**src/rtl/id_pkg.sv**
```systemverilog
// Shared decode-stage types: branch condition and immediate-extension encodings,
// plus the register-index width helper.
package id_pkg;

  typedef enum logic [2:0] {
    BR_NONE = 3'd0,
    BR_EQ   = 3'd1,
    BR_NE   = 3'd2,
    BR_LEZ  = 3'd3,
    BR_GTZ  = 3'd4,
    BR_LTZ  = 3'd5,
    BR_GEZ  = 3'd6
  } br_e;

  typedef enum logic [1:0] {
    EXT_ZERO = 2'd0,
    EXT_SIGN = 2'd1,
    EXT_LUI  = 2'd2
  } ext_e;

  function automatic int idxWidth(input int n);
    return (n > 1) ? $clog2(n) : 1;
  endfunction

endpackage

```
**src/rtl/id_fwd_mux.sv**
```systemverilog
// Operand source select for one register read port: r0, then youngest
// matching forward source, then write-back write-through, then register file.
module id_fwd_mux
  import id_pkg::*;
#(
  parameter int NFWD = 2,
  parameter int XLEN = 32,
  parameter int NREG = 32,
  localparam int RW  = idxWidth(NREG)
) (
  input  logic [RW-1:0]        idx_i,
  input  logic [NFWD-1:0]      fwd_valid_i,
  input  logic [NFWD-1:0]      fwd_pending_i,
  input  logic [NFWD*RW-1:0]   fwd_rw_i,
  input  logic [NFWD*XLEN-1:0] fwd_data_i,
  input  logic                 wb_we_i,
  input  logic [RW-1:0]        wb_rw_i,
  input  logic [XLEN-1:0]      wb_wd_i,
  input  logic [XLEN-1:0]      rf_i,
  output logic [XLEN-1:0]      value_o,
  output logic                 pending_o
);

  logic hit;

  // Pending is reported only for the winning source, so a younger ready value
  // shadows an older pending one.
  always_comb begin
    value_o   = rf_i;
    pending_o = 1'b0;
    hit       = 1'b0;
    if (idx_i == '0) begin
      value_o = '0;
    end else begin
      for (int i = 0; i < NFWD; i++) begin
        if (!hit && fwd_valid_i[i] && (fwd_rw_i[i*RW +: RW] == idx_i)) begin
          hit       = 1'b1;
          value_o   = fwd_data_i[i*XLEN +: XLEN];
          pending_o = fwd_pending_i[i];
        end
      end
      if (!hit && wb_we_i && (wb_rw_i == idx_i)) begin
        value_o = wb_wd_i;
      end
    end
  end

endmodule

```
**src/rtl/id_stage_gen.sv**
```systemverilog
// Decode stage: register file, operand forwarding, early branch/jump resolution
// and a valid/ready ID/EX pipeline register with load-use stall counting.
module id_stage_gen
  import id_pkg::*;
#(
  parameter int XLEN  = 32,
  parameter int NREG  = 32,
  parameter int NFWD  = 2,
  parameter int CTRLW = 16,
  localparam int RW   = idxWidth(NREG)
) (
  input  logic                 clk,
  input  logic                 rst,
  input  logic                 in_valid,
  output logic                 in_ready,
  input  logic [XLEN-1:0]      in_pcp4,
  input  logic [31:0]          in_instr,
  input  logic [2:0]           in_brtype,
  input  logic                 in_jmp,
  input  logic                 in_jr,
  input  logic [1:0]           in_extop,
  input  logic [CTRLW-1:0]     in_ctrl,
  input  logic [NFWD-1:0]      fwd_valid,
  input  logic [NFWD-1:0]      fwd_pending,
  input  logic [NFWD*RW-1:0]   fwd_rw,
  input  logic [NFWD*XLEN-1:0] fwd_data,
  input  logic                 wb_we,
  input  logic [RW-1:0]        wb_rw,
  input  logic [XLEN-1:0]      wb_wd,
  input  logic                 flush,
  output logic                 out_valid,
  input  logic                 out_ready,
  output logic [XLEN-1:0]      out_pcp4,
  output logic [31:0]          out_instr,
  output logic [XLEN-1:0]      out_rd1,
  output logic [XLEN-1:0]      out_rd2,
  output logic [XLEN-1:0]      out_imm,
  output logic [CTRLW-1:0]     out_ctrl,
  output logic                 redirect_valid,
  output logic [XLEN-1:0]      redirect_pc,
  output logic [31:0]          stall_cnt
);

  logic [XLEN-1:0]  rf_q [NREG];
  logic             outValid_q;
  logic [XLEN-1:0]  outPcp4_q, outRd1_q, outRd2_q, outImm_q;
  logic [31:0]      outInstr_q;
  logic [CTRLW-1:0] outCtrl_q;
  logic [31:0]      stallCnt_q, stallCnt_d;

  logic [RW-1:0]    rsIdx, rtIdx;
  logic [XLEN-1:0]  rsVal, rtVal;
  logic             rsPend, rtPend;
  logic             hazard, fire, taken;
  logic [15:0]      imm16;
  logic [XLEN-1:0]  sextImm, immExt, brTarget, jmpTarget;
  br_e              brType;
  ext_e             extOp;

  assign rsIdx   = RW'(in_instr[25:21]);
  assign rtIdx   = RW'(in_instr[20:16]);
  assign imm16   = in_instr[15:0];
  assign brType  = br_e'(in_brtype);
  assign extOp   = ext_e'(in_extop);

  id_fwd_mux #(.NFWD(NFWD), .XLEN(XLEN), .NREG(NREG)) u_fwd_rs (
    .idx_i(rsIdx), .fwd_valid_i(fwd_valid), .fwd_pending_i(fwd_pending),
    .fwd_rw_i(fwd_rw), .fwd_data_i(fwd_data), .wb_we_i(wb_we), .wb_rw_i(wb_rw),
    .wb_wd_i(wb_wd), .rf_i(rf_q[rsIdx]), .value_o(rsVal), .pending_o(rsPend)
  );

  id_fwd_mux #(.NFWD(NFWD), .XLEN(XLEN), .NREG(NREG)) u_fwd_rt (
    .idx_i(rtIdx), .fwd_valid_i(fwd_valid), .fwd_pending_i(fwd_pending),
    .fwd_rw_i(fwd_rw), .fwd_data_i(fwd_data), .wb_we_i(wb_we), .wb_rw_i(wb_rw),
    .wb_wd_i(wb_wd), .rf_i(rf_q[rtIdx]), .value_o(rtVal), .pending_o(rtPend)
  );

  assign hazard   = rsPend | rtPend;
  assign in_ready = ~hazard & (~outValid_q | out_ready);
  assign fire     = in_valid & in_ready;

  assign sextImm   = {{(XLEN-16){imm16[15]}}, imm16};
  assign brTarget  = in_pcp4 + (sextImm << 2);
  assign jmpTarget = {in_pcp4[XLEN-1:28], in_instr[25:0], 2'b00};

  always_comb begin
    immExt = {{(XLEN-16){1'b0}}, imm16};
    case (extOp)
      EXT_SIGN: immExt = sextImm;
      EXT_LUI:  immExt = {imm16, {(XLEN-16){1'b0}}};
      default:  immExt = {{(XLEN-16){1'b0}}, imm16};
    endcase
  end

  always_comb begin
    taken = 1'b0;
    case (brType)
      BR_EQ:   taken = (rsVal == rtVal);
      BR_NE:   taken = (rsVal != rtVal);
      BR_LEZ:  taken = ($signed(rsVal) <= 0);
      BR_GTZ:  taken = ($signed(rsVal) > 0);
      BR_LTZ:  taken = ($signed(rsVal) < 0);
      BR_GEZ:  taken = ($signed(rsVal) >= 0);
      default: taken = 1'b0;
    endcase
  end

  assign redirect_valid = fire & ~flush & ~rst & (in_jmp | in_jr | taken);

  always_comb begin
    redirect_pc = brTarget;
    if (in_jr)       redirect_pc = rsVal;
    else if (in_jmp) redirect_pc = jmpTarget;
  end

  always_ff @(posedge clk) begin
    if (rst) begin
      for (int i = 0; i < NREG; i++) rf_q[i] <= '0;
    end else if (wb_we && (wb_rw != '0)) begin
      rf_q[wb_rw] <= wb_wd;
    end
  end

  // Flush wins over an accept in the same cycle; payload is left as-is.
  always_ff @(posedge clk) begin
    if (rst) begin
      outValid_q <= 1'b0;
      outPcp4_q  <= '0;
      outInstr_q <= '0;
      outRd1_q   <= '0;
      outRd2_q   <= '0;
      outImm_q   <= '0;
      outCtrl_q  <= '0;
    end else if (flush) begin
      outValid_q <= 1'b0;
    end else if (fire) begin
      outValid_q <= 1'b1;
      outPcp4_q  <= in_pcp4;
      outInstr_q <= in_instr;
      outRd1_q   <= rsVal;
      outRd2_q   <= rtVal;
      outImm_q   <= immExt;
      outCtrl_q  <= in_ctrl;
    end else if (out_ready) begin
      outValid_q <= 1'b0;
    end
  end

  assign stallCnt_d = (in_valid & hazard & ~flush) ? stallCnt_q + 32'd1 : stallCnt_q;

  always_ff @(posedge clk) begin
    if (rst) stallCnt_q <= '0;
    else     stallCnt_q <= stallCnt_d;
  end

  assign out_valid = outValid_q;
  assign out_pcp4  = outPcp4_q;
  assign out_instr = outInstr_q;
  assign out_rd1   = outRd1_q;
  assign out_rd2   = outRd2_q;
  assign out_imm   = outImm_q;
  assign out_ctrl  = outCtrl_q;
  assign stall_cnt = stallCnt_q;

endmodule
```
**config.mk**
```make
export PLATFORM = sky130hd
export DESIGN_NAME = id_stage_gen
export DESIGN_NICKNAME = d
export VERILOG_FILES = /design/src/rtl/id_pkg.sv /design/src/rtl/id_fwd_mux.sv /design/src/rtl/id_stage_gen.sv
export SDC_FILE = /design/constraint.sdc
export NUM_CORES = 2
export LEC_CHECK = 0
export ABC_CLOCK_PERIOD_IN_PS = 4690
export BUFFER_PORTS_ARGS = -buffer_cell sky130_fd_sc_hd__buf_2
export CAP_MARGIN = 25
export CORE_ASPECT_RATIO = 1.4
export CORE_MARGIN = 5
export CORE_UTILIZATION = 63
export CTS_BUF_LIST = sky130_fd_sc_hd__clkbuf_8
export DETAILED_ROUTE_END_ITERATION = 16
export HOLD_SLACK_MARGIN = 0.05
export PLACE_DENSITY = 0.79
export SYNTH_ARGS = -nofsm -noshare
export SYNTH_HDL_FRONTEND = slang
export SYNTH_HIERARCHICAL = 1
export SYNTH_SLANG_ARGS = --single-unit
```
**constraint.sdc**
```tcl
create_clock -name clk -period 4.69 [get_ports clk]
set_input_delay 0.2345 -clock clk [delete_from_list [all_inputs] [get_ports clk]]
set_output_delay 0.2345 -clock clk [all_outputs]
set_load 0.005 [all_outputs]
```
==> results.py <==
metrics = {
    "clock_network": {
        "htree_levels": 4,
        "tritoncts.num_buffers": 181,
        "cts.clk_slew.worst_paths_ns": 0.06,
        "ctsRootBufferMaster": "clkbuf_8",
        "cts.sinks": 1233,
        "insertion_delay_ns": 0.95,
        "cts_max_path_buffers": 3,
        "cts_tree": "done",
    },
    "yosys": {
        "synth_seq_cells": 1233,
        "synth_edf_count": 1024,
        "synth.area.top_cells": "edfxtp_1 (46%), mux4_2 (22%), and2_1 (9.7%)",
        "ys_warn_count": 6,
        "yosysSeqAreaShare_pct": 52.5,
        "synth_ff_type": "edfxtp_1",
        "synth_top_cell_area_share_pct": 46.2,
        "syn_inst": 4773,
        "yosysUniqueCellTypes": 82,
        "syn_area_per_cell_um2": 13.9,
        "yosysMostFrequentCell": "and2_1",
        "syn_area_mm2": 0.0665,
        "synth_commonest_cells": "and2_1 (1034), edfxtp_1 (1024), mux4_2 (640), clkbuf_1 (370), nand2_1 (364)",
        "ys_async_sr_fraction_pct": 0,
        "yosys.area.top_type": "edfxtp_1",
    },
    "global_routing": {
        "gr-total-overflow": 0,
        "grt_use_total_pct": 42.2,
        "grt_max_degree": 115,
        "first_global_vias": 49952,
        "grt_pass1_wl_um": 342000,
        "grt_antenna_before_repair": 34,
    },
    "worst_setup_path": {
        "crit_required_ns": 4.46,
        "cp_cell_sequence": "mux4_2, mux4_2, mux2_4, a221oi_2, o2bb2ai_2, xnor2_2, buf_6, nand4_1, nor4_2, nand2_1, mux2_4, o221ai_4, a211oi_4, buf_2",
        "critPathMaxFanout": 2,
        "crit_family": "multiplexers",
        "max_stage_delay_ns": 0.60,
        "path_buf_inv": 2,
        "critPathArrivalTime_ns": 5.23,
        "critPathKind": "reg -> out",
        "endpoint_kind": "primary output",
        "start_kind": "flop",
        "crit_slowest_cell": "mux4_2",
    },
    "finish": {
        "layout-drive-gt1-share_pct": 33.2,
        "syn2layout_area_growth_pct": 17.4,
        "nNetsFinal": 5789,
        "fillers": 6322,
    },
    "timing": {
        "maxSlewHeadroom_pct": 28.2,
        "rsz0062_at_grt": "true",
        "setup_viol": 1,
        "fin_hold_ws_ns": 0.0785,
        "skew_ns": 0.0425,
        "timing.fmax_mhz": 183,
        "fin_ws_ns": -0.774,
        "min_period_ns": 5.46,
        "final-hold-violation-count": 0,
        "tns_ns": -0.774,
        "worst_slew_pin_slew_ns": 1.08,
        "drv_slew": 0,
        "fin_crit_sh_pct": 116,
    },
    "detailed_routing": {
        "drc": 0,
        "drt_iter0_drc": 7344,
        "drt_pass1_iterations": 8,
        "wl_um": 238000,
        "ant_nets": 0,
        "via_count": 49197,
        "wl_per_cell_um": 33.7,
        "vias_per_cell": 6.96,
    },
    "power": {
        "total_power_mw": 26.4,
        "peakVddDrop_v": 0.000303,
        "p_leak_nw": 28.7,
        "power.density_mw_per_mm2": 338,
    },
    "floorplan": {
        "ios": 451,
        "die-area_mm2": 0.112,
        "core_area_mm2": 0.105,
        "start_util_pct": 63.2,
        "num_rows": 141,
        "die_w_um": 285,
        "die_y_um": 394,
    },
    "min_path": {
        "hp-class": "in -> reg",
    },
    "place": {
        "portBuffers": 450,
        "dpl.hpwl_um": 154000,
        "routabilityCongestion": 1.01,
    },
    "outcome": {
        "status": "finished, violations left",
        "violations": "negative setup slack",
    },
    "run": {
        "cap_violations": 0,
    },
}
==> per-stage QoR <==
stage / util, % / setup WS [ns] / area, µm² / std cells
after floorplan: - / 0.377 / 66600 / 4804
after CTS: 74.0 / -0.599 / 77900 / 7049
after detailed placement: 68.3 / -0.954 / 71900 / 6477
after global routing: 74.2 / -0.800 / 78000 / 7058
after global placement: 68.3 / -1.06 / 71900 / 6477
final: 74.2 / -0.774 / 78000 / 7069
==> tightest hold or removal path, cell delays in order <==
cell and delay [ns]:
buf_2 0.18, buf_4 0.25, and2_1 0.16
==> logic make-up (layout without fill, tap and decap cells) <==
group	after synthesis	count (layout)	synth area share, %
DFF	1233	1233	52.5
buffers and inverters	476	1368	2.99
xor gates and xnor gates	116	116	1.53
muxes	721	721	23.0
other	1	47	0.00564
and+or+nand+nor	1684	1684	14.2
AOI/OAI and AO/OA	509	509	5.08
adders and majority gates	33	33	0.632
==> cell usage in the layout (no fill, tap or decap), types with 37 or more instances in the layout <==
| cell | Yosys | final |
|---|---|---|
| a21oi_1 | 192 | 192 |
| and2_1 | 1034 | 1034 |
| and3_1 | 44 | 42 |
| buf_12 | 0 | 48 |
| buf_2 | 28 | 442 |
| buf_4 | 3 | 289 |
| clkbuf_8 | 0 | 189 |
| dfxtp_1 | 209 | 209 |
| dlygate4sd3_1 | 0 | 241 |
| edfxtp_1 | 1024 | 1024 |
| inv_1 | 7 | 63 |
| mux2_2 | 77 | 72 |
| mux4_2 | 640 | 640 |
| nand2_1 | 364 | 364 |
| nor2_1 | 106 | 73 |
| nor2_2 | 4 | 37 |
| o21ai_0 | 102 | 99 |
| o2bb2ai_1 | 60 | 55 |
| xnor2_1 | 60 | 54 |
| xor2_1 | 56 | 56 |
==> final timing paths <==
path | depth (start not counted) | startpoint | slack (ns) | end
setup / recovery | 14 | rf_q[24][6] | -0.77 | redirect_valid
hold / removal | 3 | wb_wd[22] | 0.08 | rf_q[16][22]
setup reg to reg | 10 | rf_q[17][19] | 1.23 | out_rd2[19]
hold reg to reg | 2 | out_imm[16] | 0.45 | out_imm[16]
==> power breakdown <==
group          internal, mW  switching, mW  leakage, nW  total, mW
Combinational          2.29           2.71         15.3       5.00
Sequential             12.4          0.334         11.4       12.8
Clock                  4.23           4.41         2.01       8.64
Total                  19.0           7.46         28.7       26.4
==> final cells by class <==
cell class / instances / area, µm² / share of cell area [%]
flip-flops and latches: 1233 / 34900 / 44.8
well taps: 1358 / 1700 / 2.18
clock buffers: 189 / 2600 / 3.33
diodes: 15 / 37.5 / 0.0481
repair buffers: 1029 / 7880 / 10.1
clock inverters: 142 / 906 / 1.16
multi-input cells: 3095 / 30000 / 38.4
inverters: 8 / 32.5 / 0.0417
==> state kept, by name, indices dropped and copies added (netlist names), 16 cells and up <==
name       count
rf_q        1024
out_imm       32
stall_cnt     32
out_rd1       32
out_pcp4      32
out_ctrl      16
out_rd2       32
out_instr     32
==> routing by layer <==
layer  track usage (%)  vias to the layer above  wire length (µm)
li1                  -                    19584                 -
met1              48.3                    23991             70700
met2              65.1                     4455            110000
met3              14.8                     1151             33900
met4              32.6                       16             23100
met5                 0                        -               106
==> timing repair <==
| action | CTS | global route |
|---|---|---|
| resized for setup | 14 | 17 |
| gates cloned | 0 | 0 |
| pin swaps | 11 | 13 |
| hold endpoints to repair | 1145 | 0 |
| setup endpoints to repair | 1 | 1 |
| buffers inserted | 2 | 0 |
| hold buffers | 241 | 0 |
Power figures use the tool's default switching activity.
